**src/rtl/program_mem_responder.sv**
```systemverilog
// ---------------------------------------------------------------------------
// program_mem_responder
//
// Responder end of the instruction-fetch read handshake. Up to NUM_CONSUMERS
// fetchers share one program-memory read channel. Requests are granted
// round-robin, and only one memory read is outstanding at any time. A
// consumer's ready/data pair is held until that consumer drops its request.
//
// Optional feature (compile-time macro PROGRAM_MEM_LAST_LINE_REUSE_EN):
//   A one-entry buffer keeps the address and data of the most recent memory
//   completion. A request to that same address is answered from the buffer
//   without touching program memory. Program memory is read-only, so the
//   buffer never needs invalidation; only reset clears it. When the macro is
//   undefined, every request goes to memory and the buffer does not exist.
//
// Parameters:
//   ADDRESS_BITS   program memory address width
//   DATA_BITS      instruction word width
//   NUM_CONSUMERS  number of fetcher ports (>= 1)
//
// Ports:
//   clk                    clock; all state updates on the rising edge
//   reset                  synchronous, active-high reset
//   consumer_read_valid    per-consumer request, held until ready is seen
//   consumer_read_address  packed addresses; consumer i at [i*ADDRESS_BITS +: ADDRESS_BITS]
//   consumer_read_ready    per-consumer response valid (registered)
//   consumer_read_data     packed instruction words, same packing (registered)
//   mem_read_valid         request to program memory (registered)
//   mem_read_address       address for program memory (registered)
//   mem_read_ready         memory data valid
//   mem_read_data          instruction word from memory
// ---------------------------------------------------------------------------
module program_mem_responder #(
  parameter int ADDRESS_BITS  = 8,
  parameter int DATA_BITS     = 16,
  parameter int NUM_CONSUMERS = 4
) (
  input  logic                                  clk,
  input  logic                                  reset,
  input  logic [NUM_CONSUMERS-1:0]              consumer_read_valid,
  input  logic [NUM_CONSUMERS*ADDRESS_BITS-1:0] consumer_read_address,
  output logic [NUM_CONSUMERS-1:0]              consumer_read_ready,
  output logic [NUM_CONSUMERS*DATA_BITS-1:0]    consumer_read_data,
  output logic                                  mem_read_valid,
  output logic [ADDRESS_BITS-1:0]               mem_read_address,
  input  logic                                  mem_read_ready,
  input  logic [DATA_BITS-1:0]                  mem_read_data
);

  // Index width; a single consumer still needs a 1-bit index register.
  localparam int IDX_W = (NUM_CONSUMERS > 1) ? $clog2(NUM_CONSUMERS) : 1;

  typedef enum logic [1:0] {
    IDLE         = 2'd0,
    READ_WAITING = 2'd1,
    RELAYING     = 2'd2
  } state_e;

  state_e                            state_q;
  logic [IDX_W-1:0]                  idx_q;
  logic [IDX_W-1:0]                  rr_q;
  logic [IDX_W-1:0]                  rr_d;
  logic [NUM_CONSUMERS-1:0]          ready_q;
  logic [NUM_CONSUMERS*DATA_BITS-1:0] data_q;
  logic                              mem_valid_q;
  logic [ADDRESS_BITS-1:0]           mem_addr_q;

  logic                              sel_found_s;
  logic [IDX_W-1:0]                  sel_idx_s;
  logic [ADDRESS_BITS-1:0]           sel_addr_s;

`ifdef PROGRAM_MEM_LAST_LINE_REUSE_EN
  logic                              hit_valid_q;
  logic [ADDRESS_BITS-1:0]           hit_address_q;
  logic [DATA_BITS-1:0]              hit_data_q;
  logic                              hit_s;
`endif

  // (base + off) mod NUM_CONSUMERS. Both operands are below NUM_CONSUMERS,
  // so one conditional subtraction is enough.
  function automatic logic [IDX_W-1:0] wrap_add(input logic [IDX_W-1:0] base,
                                                input int               off);
    int sum_s;
    sum_s = int'(base) + off;
    if (sum_s >= NUM_CONSUMERS) begin
      sum_s = sum_s - NUM_CONSUMERS;
    end else begin
      sum_s = sum_s;
    end
    return sum_s[IDX_W-1:0];
  endfunction

  // Round-robin scan starting at rr_q: first consumer requesting and not
  // currently being answered wins.
  always_comb begin
    sel_found_s = 1'b0;
    sel_idx_s   = '0;
    for (int off = 0; off < NUM_CONSUMERS; off++) begin
      if (!sel_found_s &&
          consumer_read_valid[wrap_add(rr_q, off)] &&
          !ready_q[wrap_add(rr_q, off)]) begin
        sel_found_s = 1'b1;
        sel_idx_s   = wrap_add(rr_q, off);
      end else begin
        sel_found_s = sel_found_s;
      end
    end
  end

  // Address of the selected consumer.
  always_comb begin
    sel_addr_s = consumer_read_address[int'(sel_idx_s)*ADDRESS_BITS +: ADDRESS_BITS];
  end

  // Pointer value after finishing with idx_q: the consumer just served gets
  // lowest priority in the next scan.
  always_comb begin
    if (idx_q == IDX_W'(NUM_CONSUMERS - 1)) begin
      rr_d = '0;
    end else begin
      rr_d = idx_q + 1'b1;
    end
  end

`ifdef PROGRAM_MEM_LAST_LINE_REUSE_EN
  // Selected request matches the last completed memory read.
  always_comb begin
    if (hit_valid_q && (sel_addr_s == hit_address_q)) begin
      hit_s = 1'b1;
    end else begin
      hit_s = 1'b0;
    end
  end
`endif

  // Main FSM; every output is a register updated here.
  always_ff @(posedge clk) begin
    if (reset) begin
      state_q     <= IDLE;
      idx_q       <= '0;
      rr_q        <= '0;
      ready_q     <= '0;
      data_q      <= '0;
      mem_valid_q <= 1'b0;
      mem_addr_q  <= '0;
`ifdef PROGRAM_MEM_LAST_LINE_REUSE_EN
      hit_valid_q   <= 1'b0;
      hit_address_q <= '0;
      hit_data_q    <= '0;
`endif
    end else begin
      case (state_q)
        IDLE: begin
          // mem_read_ready is deliberately ignored here: a late completion
          // from a read aborted by reset must not be taken as valid data.
          if (sel_found_s) begin
            idx_q <= sel_idx_s;
`ifdef PROGRAM_MEM_LAST_LINE_REUSE_EN
            if (hit_s) begin
              data_q[int'(sel_idx_s)*DATA_BITS +: DATA_BITS] <= hit_data_q;
              ready_q[sel_idx_s] <= 1'b1;
              state_q            <= RELAYING;
            end else begin
              mem_valid_q <= 1'b1;
              mem_addr_q  <= sel_addr_s;
              state_q     <= READ_WAITING;
            end
`else
            mem_valid_q <= 1'b1;
            mem_addr_q  <= sel_addr_s;
            state_q     <= READ_WAITING;
`endif
          end else begin
            state_q <= IDLE;
          end
        end

        READ_WAITING: begin
          // The read completes even if the consumer has already given up;
          // the memory side must see a clean handshake.
          if (mem_read_ready) begin
            mem_valid_q <= 1'b0;
            data_q[int'(idx_q)*DATA_BITS +: DATA_BITS] <= mem_read_data;
            ready_q[idx_q] <= 1'b1;
            state_q        <= RELAYING;
`ifdef PROGRAM_MEM_LAST_LINE_REUSE_EN
            hit_valid_q   <= 1'b1;
            hit_address_q <= mem_addr_q;
            hit_data_q    <= mem_read_data;
`endif
          end else begin
            state_q <= READ_WAITING;
          end
        end

        RELAYING: begin
          if (!consumer_read_valid[idx_q]) begin
            ready_q[idx_q] <= 1'b0;
            rr_q           <= rr_d;
            state_q        <= IDLE;
          end else begin
            state_q <= RELAYING;
          end
        end

        default: begin
          state_q     <= IDLE;
          mem_valid_q <= 1'b0;
        end
      endcase
    end
  end

  assign consumer_read_ready = ready_q;
  assign consumer_read_data  = data_q;
  assign mem_read_valid      = mem_valid_q;
  assign mem_read_address    = mem_addr_q;

endmodule

```
**config.mk**
```make
export PLATFORM = sky130hd
export DESIGN_NAME = program_mem_responder
export DESIGN_NICKNAME = d
export VERILOG_FILES = /design/src/rtl/program_mem_responder.sv
export SDC_FILE = /design/constraint.sdc
export NUM_CORES = 1
export LEC_CHECK = 0
export BUFFER_PORTS_ARGS = -buffer_cell sky130_fd_sc_hd__clkbuf_2
export CAP_MARGIN = 40
export CORE_ASPECT_RATIO = 1.25
export CORE_MARGIN = 5
export CORE_UTILIZATION = 53
export DETAILED_ROUTE_END_ITERATION = 8
export PLACE_DENSITY = 0.81
export RECOVER_POWER = 50
export SLEW_MARGIN = 5
export SYNTH_ARGS = -nofsm -noshare
export SYNTH_HDL_FRONTEND = slang
export SYNTH_SLANG_ARGS = --single-unit
```
**constraint.sdc**
```tcl
create_clock -name clk -period 6.3 [get_ports clk]
set_clock_uncertainty 0.15 [all_clocks]
set_input_delay 1.26 -clock clk [delete_from_list [all_inputs] [get_ports clk]]
set_output_delay 1.26 -clock clk [all_outputs]
set_load 0.005 [all_outputs]
```
Word-level counts from Yosys, hierarchy flattened
Index checks and enable logic that the tools add are counted.
- add/sub/neg operators: 9
- order comparisons: 10
- equal/unequal tests: 6
- shift-type cells: 3
- muxes and demuxes: 44
- bitwise gates (word level): 5
- reduce and logical (&&, ||, !) cells: 22
- operators with widths (kind ; count):
    bitwise mux 64 bit ; 1
    variable shift 16 x 33 -> 64 bit, first input constant ; 1
    variable part select 16 x 33 -> 64 bit ; 1
    negator 6 -> 33 bit ; 1
    variable part select 32 x 6 -> 8 bit ; 1
    two-way mux 2 bit ; 11
    binary-select mux 1 bit (select 2 bit) ; 9
    two-way mux 1 bit ; 17
    less-than comparator 2 x 3 -> 1 bit, second input constant ; 5
    >= comparator 3 bit, second input constant ; 3
    logical AND 1 bit ; 8
    two-way mux 4 bit ; 2
    case mux 4 bit (2 select lines) ; 1
    subtractor 2 x 1 -> 2 bit, second input constant ; 4
    logical NOT 1 bit ; 7
    adder 2 x 2 -> 3 bit, second input constant ; 2
    inequality test 2 bit, second input constant ; 3
    case mux 2 bit (3 select lines) ; 1
    AND reduction 2 bit ; 3
    AND reduction 3 bit ; 2
    AND 4 bit ; 1
    equality test 2 bit, second input constant ; 2
    inverter 4 bit ; 1
    bitwise OR 4 bit ; 1
    other kinds (10) ; 11
- flip-flop bits (word level): 83
- input bits: 55
- output and inout port bits: 77
- word-level logic and storage cells: 106

Depth between registers and ports, before layout
Gate-level depths: netlist of run 1.
- word-level depth: 21
- depth in mapped cells: 8
- mapped depth without buffers: 6

Worst setup path before layout of run 1
OpenSTA, ideal clock, no wires.
- path type: input to register
- start point: in consumer_read_valid[3]
- end point: reg mem_addr_q[6] (netlist: mem_read_address[6])
- library setup time: 82 ps
- arrival: 2396 ps
- data required time: 6068 ps
- slack: 3672 ps
- stages on the path: 6
- path buffers: 1
- cell sequence: nor2b_2 -> o21ai_2 -> a21oi_2 -> or3b_1 -> buf_6 -> o2111ai_1
- word-level cells in the longest chain between the ends: 17
- elaborated cells on any way between the ends: 28
- those cells by class: shift (1); mux (16); reduce/logical (11)
- ends and longest elaborated chain (element ; line ; text):
    from (decl) ; 40 ; input logic [NUM_CONSUMERS-1:0] consumer_read_valid,
    binary-select mux 1 bit (select 2 bit) ; 100 ; consumer_read_valid[wrap_add(rr_q, off)] &&
    two-way mux 1 bit (implied by the code) ; 100 ;
    logical AND 1 bit ; 100 ;
    two-way mux 1 bit ; 99 ; if (!sel_found_s &&
    logical NOT 1 bit ; 99 ;
    logical AND 1 bit ; 99 ;
    logical AND 1 bit ; 100 ;
    two-way mux 1 bit ; 99 ;
    logical NOT 1 bit ; 99 ;
    logical AND 1 bit ; 99 ;
    logical AND 1 bit ; 100 ;
    two-way mux 1 bit ; 99 ;
    logical NOT 1 bit ; 99 ;
    logical AND 1 bit ; 99 ;
    logical AND 1 bit ; 100 ;
    two-way mux 2 bit / two-way mux 1 bit (equally long branches) ; 99 ;
    variable part select 32 x 6 -> 8 bit / AND reduction 2 bit (equally long branches) ; - ;
    to (signal assigned) ; 170 ; mem_addr_q <= sel_addr_s;
    to (decl) ; 66 ; logic [ADDRESS_BITS-1:0] mem_addr_q;
Parallel ways exist; a longest one is shown, timed or not. The select of a mux whose other input is x is not followed.
A chain may end at the register's enable or synchronous reset.

Final worst setup path of run 1
- start point: in consumer_read_valid[3]
- end point: reg mem_addr_q[3] (netlist: mem_read_address[3])
The elaborated chain is that of the path after synthesis.

==> metrics.md, run 1 <==
| Metric | Value |
|---|---|
| Min Tclk post-route | `3.00 ns` |
| Synth warn | `0` |
| Final nets | `between 600 and 700` |
| FF-to-FF setup slack | `approximately 3.9 ns` |
| Crit-path max FO | `8` |
| Number of global-route vias before repair | `around 3400` |
| Mapped Area | `3610 um^2` |
| Max incr delay on CP | `~0.80 ns` |
| Worst-Margin Slew | `0.818 ns` |
| Sw frac | `a little over a quarter` |
| HP Class | `reg -> reg` |
| Post-Synthesis Cells | `431` |
| Worst endpoint data arrival time | `3.11 ns` |
| R2R depth | `6` |
| Via/cell ratio | `5.64` |
| Logic pwr share | `about 14%` |
| Maximum Capacitance Violations | `0` |
| Cell Pwr Density | `256 nW/um^2` |
| Worst vdd ir | `between 0.0001 and 0.00015 V` |
| Pin count of the biggest net entering global routing | `78` |
| Antenna violations before repair | `0` |
| Hold Vio Cnt, Final | `0` |
| Top cells by area, synth | `dfxtp_1 46%, nand3_1 11%, a21oi_1 10%` |
| Reg2reg start | `idx_q[0]$_SDFFE_PP0P_` |
| Die Height | `102 um` |
| Final Non-Filler Cells | `638` |
| Clk sinks | `83` |
| Slowest library cell on the worst path | `o41ai_1` |
| DR vias | `3596` |
| Post-synthesis cell type count | `42` |
| Worst hold path depth | `2` |
| Final slew viol count | `0` |
| Core area | `6610 um^2` |
| ANT cells | `0` |
| DRC Markers | `0` |
| Clock Root Buffer | `clkbuf_8` |
| RePlAce Congestion | `around 0.84` |
| Post-CTS Hold Buffers | `0` |
| Iter 0 DRT Violations | `between 200 and 250` |
| Clock share of power | `36.9%` |
| TritonCTS clock tree | `yes` |
| Post-route antenna net violation count | `0` |
| Final period util | `47.6%` |
| Pint | `about 0.83 mW` |
| Hold_sp | `consumer_read_data[45]$_SDFFE_PP0P_` |
| Clk pin slew, worst setup/hold paths | `0.08 ns` |
| Number of I/O pins | `approximately 130` |
| Filler instances | `around 580` |
| Grt total ovfl | `0` |
| Endpoints failing setup | `0` |
| Reg power frac | `approximately half` |
| Clock Latency Late Sink | `0.34 ns` |
| Drt total wl | `10.4 mm` |
| PortBufs | `131` |
| Run status | `finished clean` |
| Die area | `8580 um^2` |
| Die width | `83.9 um` |
| Top delay family on crit path | `compound AO/OA/AOI/OAI gates` |
| Total negative slack | `0 ns` |
| Mean Syn Cell Area | `8.38 um^2` |
| CP bufs+invs | `1` |
| Critical path class | `in -> reg` |
| Initial Util | `54.7%` |
| R2r endpoint | `consumer_read_data[38]$_SDFFE_PP0P_` |
| Max Root-Sink Buffers | `2` |
| Max Freq | `between 0.3 and 0.4 GHz` |
| H-tree lvl count | `3` |
| Leakage | `1.68 nW` |
| Sequential fraction of the synthesis area | `46.0%` |
| Hold Path End | `consumer_read_data[45]$_SDFFE_PP0P_` |
| CP most frequent cell | `nor2b_1` |
| All-Layer GR Usage | `around a quarter` |
| Area Overhead vs Synth | `22.1%` |
| Post-CTS setup buffers | `0` |
| Post-CTS Resized | `0` |
| Leading area contributor after synthesis | `dfxtp_1` |
| Row cnt | `33` |
| Pre-antenna DRT Iters | `5` |
| Critical Path Sink Type | `flop` |
| Cts bufs inserted | `9` |
| Hpwl dp | `approximately 7.5 mm` |
| Post-synth top area share | `46.0%` |
| DR WL/cell | `between 15 and 20 um` |
| Relative slew slack | `44.8%` |
| NetSw | `0.296 mW` |
| Synth Register Bits | `83` |
| Worst endpoint required time | `6.41 ns` |
| RSZ-0062 raised after global routing | `no` |
| Placed cells | `between 600 and 700` |
| First-pass GRT wire length | `16.6 mm` |
| CP Cell Sequence | `clkbuf_2 > nor2b_1 > o41ai_1 > nor2b_1 > nand2_1 > o2111ai_2` |
| Syn_nets | `492` |
| Layout cells sized above 1 | `22.1%` |
| CP Launch Type | `input port` |
==> registers in the layout, summed over array words and instances (netlist names), named ones only <==
signal / flops
rr_q: 2
idx_q: 2
consumer_read_data: 64
mem_read_address: 8
mem_read_valid: 1
state_q: 2
==> synth_stat cells <==
library cell,instances
dfxtp_1,83
o21ai_0,1
inv_2,1
nand2b_1,2
a21oi_1,73
nor2_4,1
o2111ai_2,6
buf_6,2
or3b_1,1
nor2_1,15
mux2i_1,11
nor4b_1,1
a2111oi_0,1
o21ai_2,1
mux4_2,1
o2111ai_1,2
and3_1,1
o21ai_1,1
a21oi_2,1
buf_2,6
and3b_1,1
or2b_1,1
clkbuf_2,1
nand3_2,1
and2_1,4
buf_4,4
nor3_2,1
nand2b_4,1
nor2b_1,4
inv_1,2
a211oi_4,1
nor3b_1,1
nand3_1,82
nand2_1,81
o21ai_4,1
nor2b_2,4
or3_4,1
o41ai_2,1
clkbuf_1,18
a31oi_1,1
ha_1,6
nor3b_2,3
==> layout make-up <==
cell class / count / area [um^2] / share of cell area, %
multi-input combinational: 314 / 1780 / 40.2
sequential: 83 / 1660 / 37.7
timing repair buffer: 136 / 639 / 14.5
clock buffer: 10 / 138 / 3.12
tap: 87 / 109 / 2.47
clock inverter: 5 / 77.6 / 1.76
inverter: 3 / 11.3 / 0.255
==> power groups by stage <==
stage               combinational (mW)  clock (mW)  sequential (mW)
global placement                 0.149           0            0.569
global route                     0.171       0.447            0.559
floorplan                        0.101           0            0.566
detailed placement               0.158           0            0.569
CTS                              0.159       0.421            0.557
finish                           0.156       0.417            0.557
==> stage by stage <==
stage               util (%)  total power, mW  cell area, um^2  hold WS (ns)  setup WS (ns)
global route            66.8             1.18             4410         0.318           3.13
floorplan                  -            0.667             3610         0.298           3.67
detailed placement      64.7            0.727             4270         0.296           3.04
CTS                     67.9             1.14             4490         0.305           3.41
finish                  66.8             1.13             4410         0.305           3.30
global placement        64.0            0.717             4230         0.290           3.16
==> tightest hold or removal path: cells and delay by family, from the launching register on <==
family             cells  cell delay [ns]
DFF                    1             0.31
and+or+nand+nor        1             0.05
AOI/OAI and AO/OA      1             0.05
==> per-layer routing <==
metal  vias to the layer above  wire length (um)  GRT usage (%)
li1                       1727                 -              -
met1                      1685              4210           29.6
met2                       167              5140           40.0
met3                        17               912           4.68
met4                         0               166           10.4
met5                         -                 0              0
==> cells by family (layout without fill, tap and decap cells) <==
logic type	after synthesis	after routing	synth area share, %
simple gates	206	206	27.9
compound gates	90	90	15.7
flops	83	83	46.0
buf+inv	34	154	4.60
mux	12	12	3.67
fa+ha+maj	6	6	2.08
==> worst max-delay path by stage <==
stage	start	end	cells past startpoint
2_1_floorplan	consumer_read_valid[3]	mem_read_address[6]$_SDFFE_PP0P_	6
3_3_place_gp	reset	mem_read_address[0]$_SDFFE_PP0P_	6
3_5_place_dp	reset	mem_read_address[3]$_SDFFE_PP0P_	6
4_1_cts	reset	mem_read_address[3]$_SDFFE_PP0P_	6
5_1_grt	consumer_read_valid[3]	mem_read_address[7]$_SDFFE_PP0P_	6
6_report	consumer_read_valid[3]	mem_read_address[3]$_SDFFE_PP0P_	6
==> layout by cell type, fill, tap and decap left out, drive strengths merged, types with 2 or more instances in the layout <==
cell type,netlist,layout
nand2b,3,3
nand2,81,81
nor2,16,16
ha,6,6
buf,12,6
o2111ai,8,8
and2,4,4
dfxtp,83,83
clkbuf,19,140
bufinv,0,2
mux2i,11,11
inv,3,3
a21oi,74,74
o21ai,4,4
nor3b,4,4
nor2b,8,8
nand3,83,83
clkinv,0,2
Note: power is estimated with default switching activity, not from simulation.
==> run 2, diff against run 1 <==
--- a/config.mk
+++ b/config.mk
@@ -9,9 +9,9 @@
 export CAP_MARGIN = 40
 export CORE_ASPECT_RATIO = 1.25
 export CORE_MARGIN = 5
-export CORE_UTILIZATION = 53
+export CORE_UTILIZATION = 44
 export DETAILED_ROUTE_END_ITERATION = 8
-export PLACE_DENSITY = 0.81
+export PLACE_DENSITY = 0.71
 export RECOVER_POWER = 50
 export SLEW_MARGIN = 5
 export SYNTH_ARGS = -nofsm -noshare
==> constraint.sdc (replaced) <==
create_clock -name clk -period 2.6 [get_ports clk]
set_clock_uncertainty 0.15 [all_clocks]
set_input_delay 0.52 -clock clk [delete_from_list [all_inputs] [get_ports clk]]
set_output_delay 0.52 -clock clk [all_outputs]
set_load 0.005 [all_outputs]
==> metrics.md, run 2 (synthesized netlist as in run 1, its figures left out) <==
| Metric | Value |
|---|---|
| Post-CTS Resized | `0 (unchanged)` |
| Worst vdd ir | `0.000322 V (+120%)` |
| Number of I/O pins | `132 (unchanged)` |
| First-pass GRT wire length | `16.8 mm (+1.7%)` |
| Iter 0 DRT Violations | `193 (-11%)` |
| ANT cells | `0 (unchanged)` |
| RSZ-0062 raised after global routing | `no` |
| Pin count of the biggest net entering global routing | `77 (-1.3%)` |
| Post-CTS Hold Buffers | `0 (unchanged)` |
| Placed cells | `636 (+2.1%)` |
| Antenna violations before repair | `0 (unchanged)` |
| Final slew viol count | `0 (unchanged)` |
| Clock Latency Late Sink | `0.36 ns (+0.02 ns)` |
| Clk sinks | `83 (unchanged)` |
| Worst endpoint required time | `2.73 ns (-3.68 ns)` |
| Clock Root Buffer | `clkbuf_8` |
| Max Freq | `0.459 GHz` |
| PortBufs | `131 (unchanged)` |
| Area Overhead vs Synth | `22.0% (about the same)` |
| Worst endpoint data arrival time | `2.31 ns (-0.80 ns)` |
| Cts bufs inserted | `9 (unchanged)` |
| CP Launch Type | `flop` |
| Initial Util | `44.3% (-10 points)` |
| Maximum Capacitance Violations | `0 (unchanged)` |
| Total negative slack | `0 ns (unchanged)` |
| Hold Vio Cnt, Final | `0 (unchanged)` |
| Critical path class | `reg -> reg` |
| Pre-antenna DRT Iters | `4 (-1)` |
| Run status | `finished clean` |
| Storage element area | `1660 um^2 (unchanged)` |
| Multi-input logic area | `1780 um^2 (unchanged)` |
| RePlAce Congestion | `0.863 (+3.4%)` |
| Die area | `10100 um^2 (+18%)` |
| Min Tclk post-route | `~2.2 ns` |
| Final period util | `83.9%` |
| DR vias | `3534 (-1.7%)` |
| Filler instances | `799 (+37%)` |
| Layout cells sized above 1 | `22.9% (+0.74 points)` |
| Clk pin slew, worst setup/hold paths | `0.08 ns (about the same)` |
| Grt total ovfl | `0 (unchanged)` |
| H-tree lvl count | `3 (unchanged)` |
| DRC Markers | `0 (unchanged)` |
| Most frequent cells in the layout | `84 x clkbuf_2, 83 x dfxtp_1, 82 x nand3_1` |
| TritonCTS clock tree | `yes` |
| WHS | `0.256 ns (-0.0485 ns)` |
| Worst-Margin Slew | `0.749 ns (-0.0685 ns)` |
| Via/cell ratio | `5.42 (-3.8%)` |
| Post-CTS setup buffers | `0 (unchanged)` |
| HP Class | `in -> reg` |
| Row cnt | `37 (+12%)` |
| Critical Path Sink Type | `flop` |
| Core area | `8150 um^2 (+23%)` |
| Endpoints failing setup | `0 (unchanged)` |
| Max incr delay on CP | `0.63 ns (-0.17 ns)` |
| Max FFs per register | `64 (unchanged)` |
| Final core utilization | `54.1% (-13 points)` |
| Commonest non-fill, non-tap cell in the layout | `clkbuf_2` |
| Cell Pwr Density | `595 nW/um^2 (+130%)` |
| Leakage | `1.68 nW (+0.52%)` |
| Hpwl dp | `7.55 mm (+1.2%)` |
| Drt total wl | `10.4 mm (-0.52%)` |
| CP Cell Sequence | `inv_2 > ha_1 > nor3b_2 > buf_4 > nand3_1 > a21oi_1` |
| Final nets | `611 (+0.49%)` |
| Number of global-route vias before repair | `3449 (+0.94%)` |
| DR WL/cell | `15.9 um (-2.7%)` |
| Crit-path max FO | `16 (+8)` |
| All-Layer GR Usage | `20.3% (-3.4 points)` |
| Relative slew slack | `50.0% (+5.3 points)` |
| Final Non-Filler Cells | `652 (+2.2%)` |
| Slowest library cell on the worst path | `dfxtp_1` |
| Die width | `91.1 um (+8.6%)` |
| Max Root-Sink Buffers | `2 (unchanged)` |
| Die Height | `111 um (+8.8%)` |
| Post-route antenna net violation count | `0 (unchanged)` |
## run 2: final timing paths
kind         slack [ns]  cells past startpoint                                start                             endpoint
max                0.42                      6                idx_q[0]$_SDFFE_PP0P_  consumer_read_data[23]$_SDFFE_PP0P_
min                0.26                      3            consumer_read_address[22]     mem_read_address[6]$_SDFFE_PP0P_
max reg2reg        0.42                      6                idx_q[0]$_SDFFE_PP0P_  consumer_read_data[23]$_SDFFE_PP0P_
min reg2reg        0.30                      2  consumer_read_data[43]$_SDFFE_PP0P_  consumer_read_data[43]$_SDFFE_PP0P_
## run 2: stage by stage
stage | cell area (um^2) | worst slack (ns) | total power, mW
after global routing | 4410 | 0.279 | 2.74
final | 4410 | 0.420 | 2.62
after detailed placement | 4300 | 0.394 | 1.76
after global placement | 4300 | 0.453 | 1.76
after floorplan | 3610 | 0.551 | 1.62
after CTS | 4480 | 0.429 | 2.67
## run 2: area by class of cell
type / instances / area share (%)
Clock inverter: 4 / 1.16
Tap cell: 97 / 2.75
Sequential cell: 83 / 37.7
Timing Repair Buffer: 139 / 14.8
Multi-Input combinational cell: 314 / 40.3
Clock buffer: 12 / 3.06
Inverter: 3 / 0.255
## run 2: report_power, final
group	total (mW)	switching [mW]	internal [mW]
Combinational	0.374	0.227	0.147
Clock	0.901	0.456	0.445
Sequential	1.35	0.0376	1.31
Total	2.62	0.720	1.90
## run 2: layer usage
layer | wire length [um] | track usage (%)
met1 | 4270 | 24.6
met2 | 4970 | 33.2
met3 | 922 | 6.38
met4 | 204 | 8.22
met5 | 0 | 0
## run 2: critical path: cells and delay by family, from the launching register on
family                   cells  cell delay (ns)
AO/OA/AOI/OAI                1             0.16
adder cells (fa/ha/maj)      1             0.43
buffers and inverters        2             0.42
flip-flops                   1             0.63
AND/OR/NAND/NOR              2             0.31
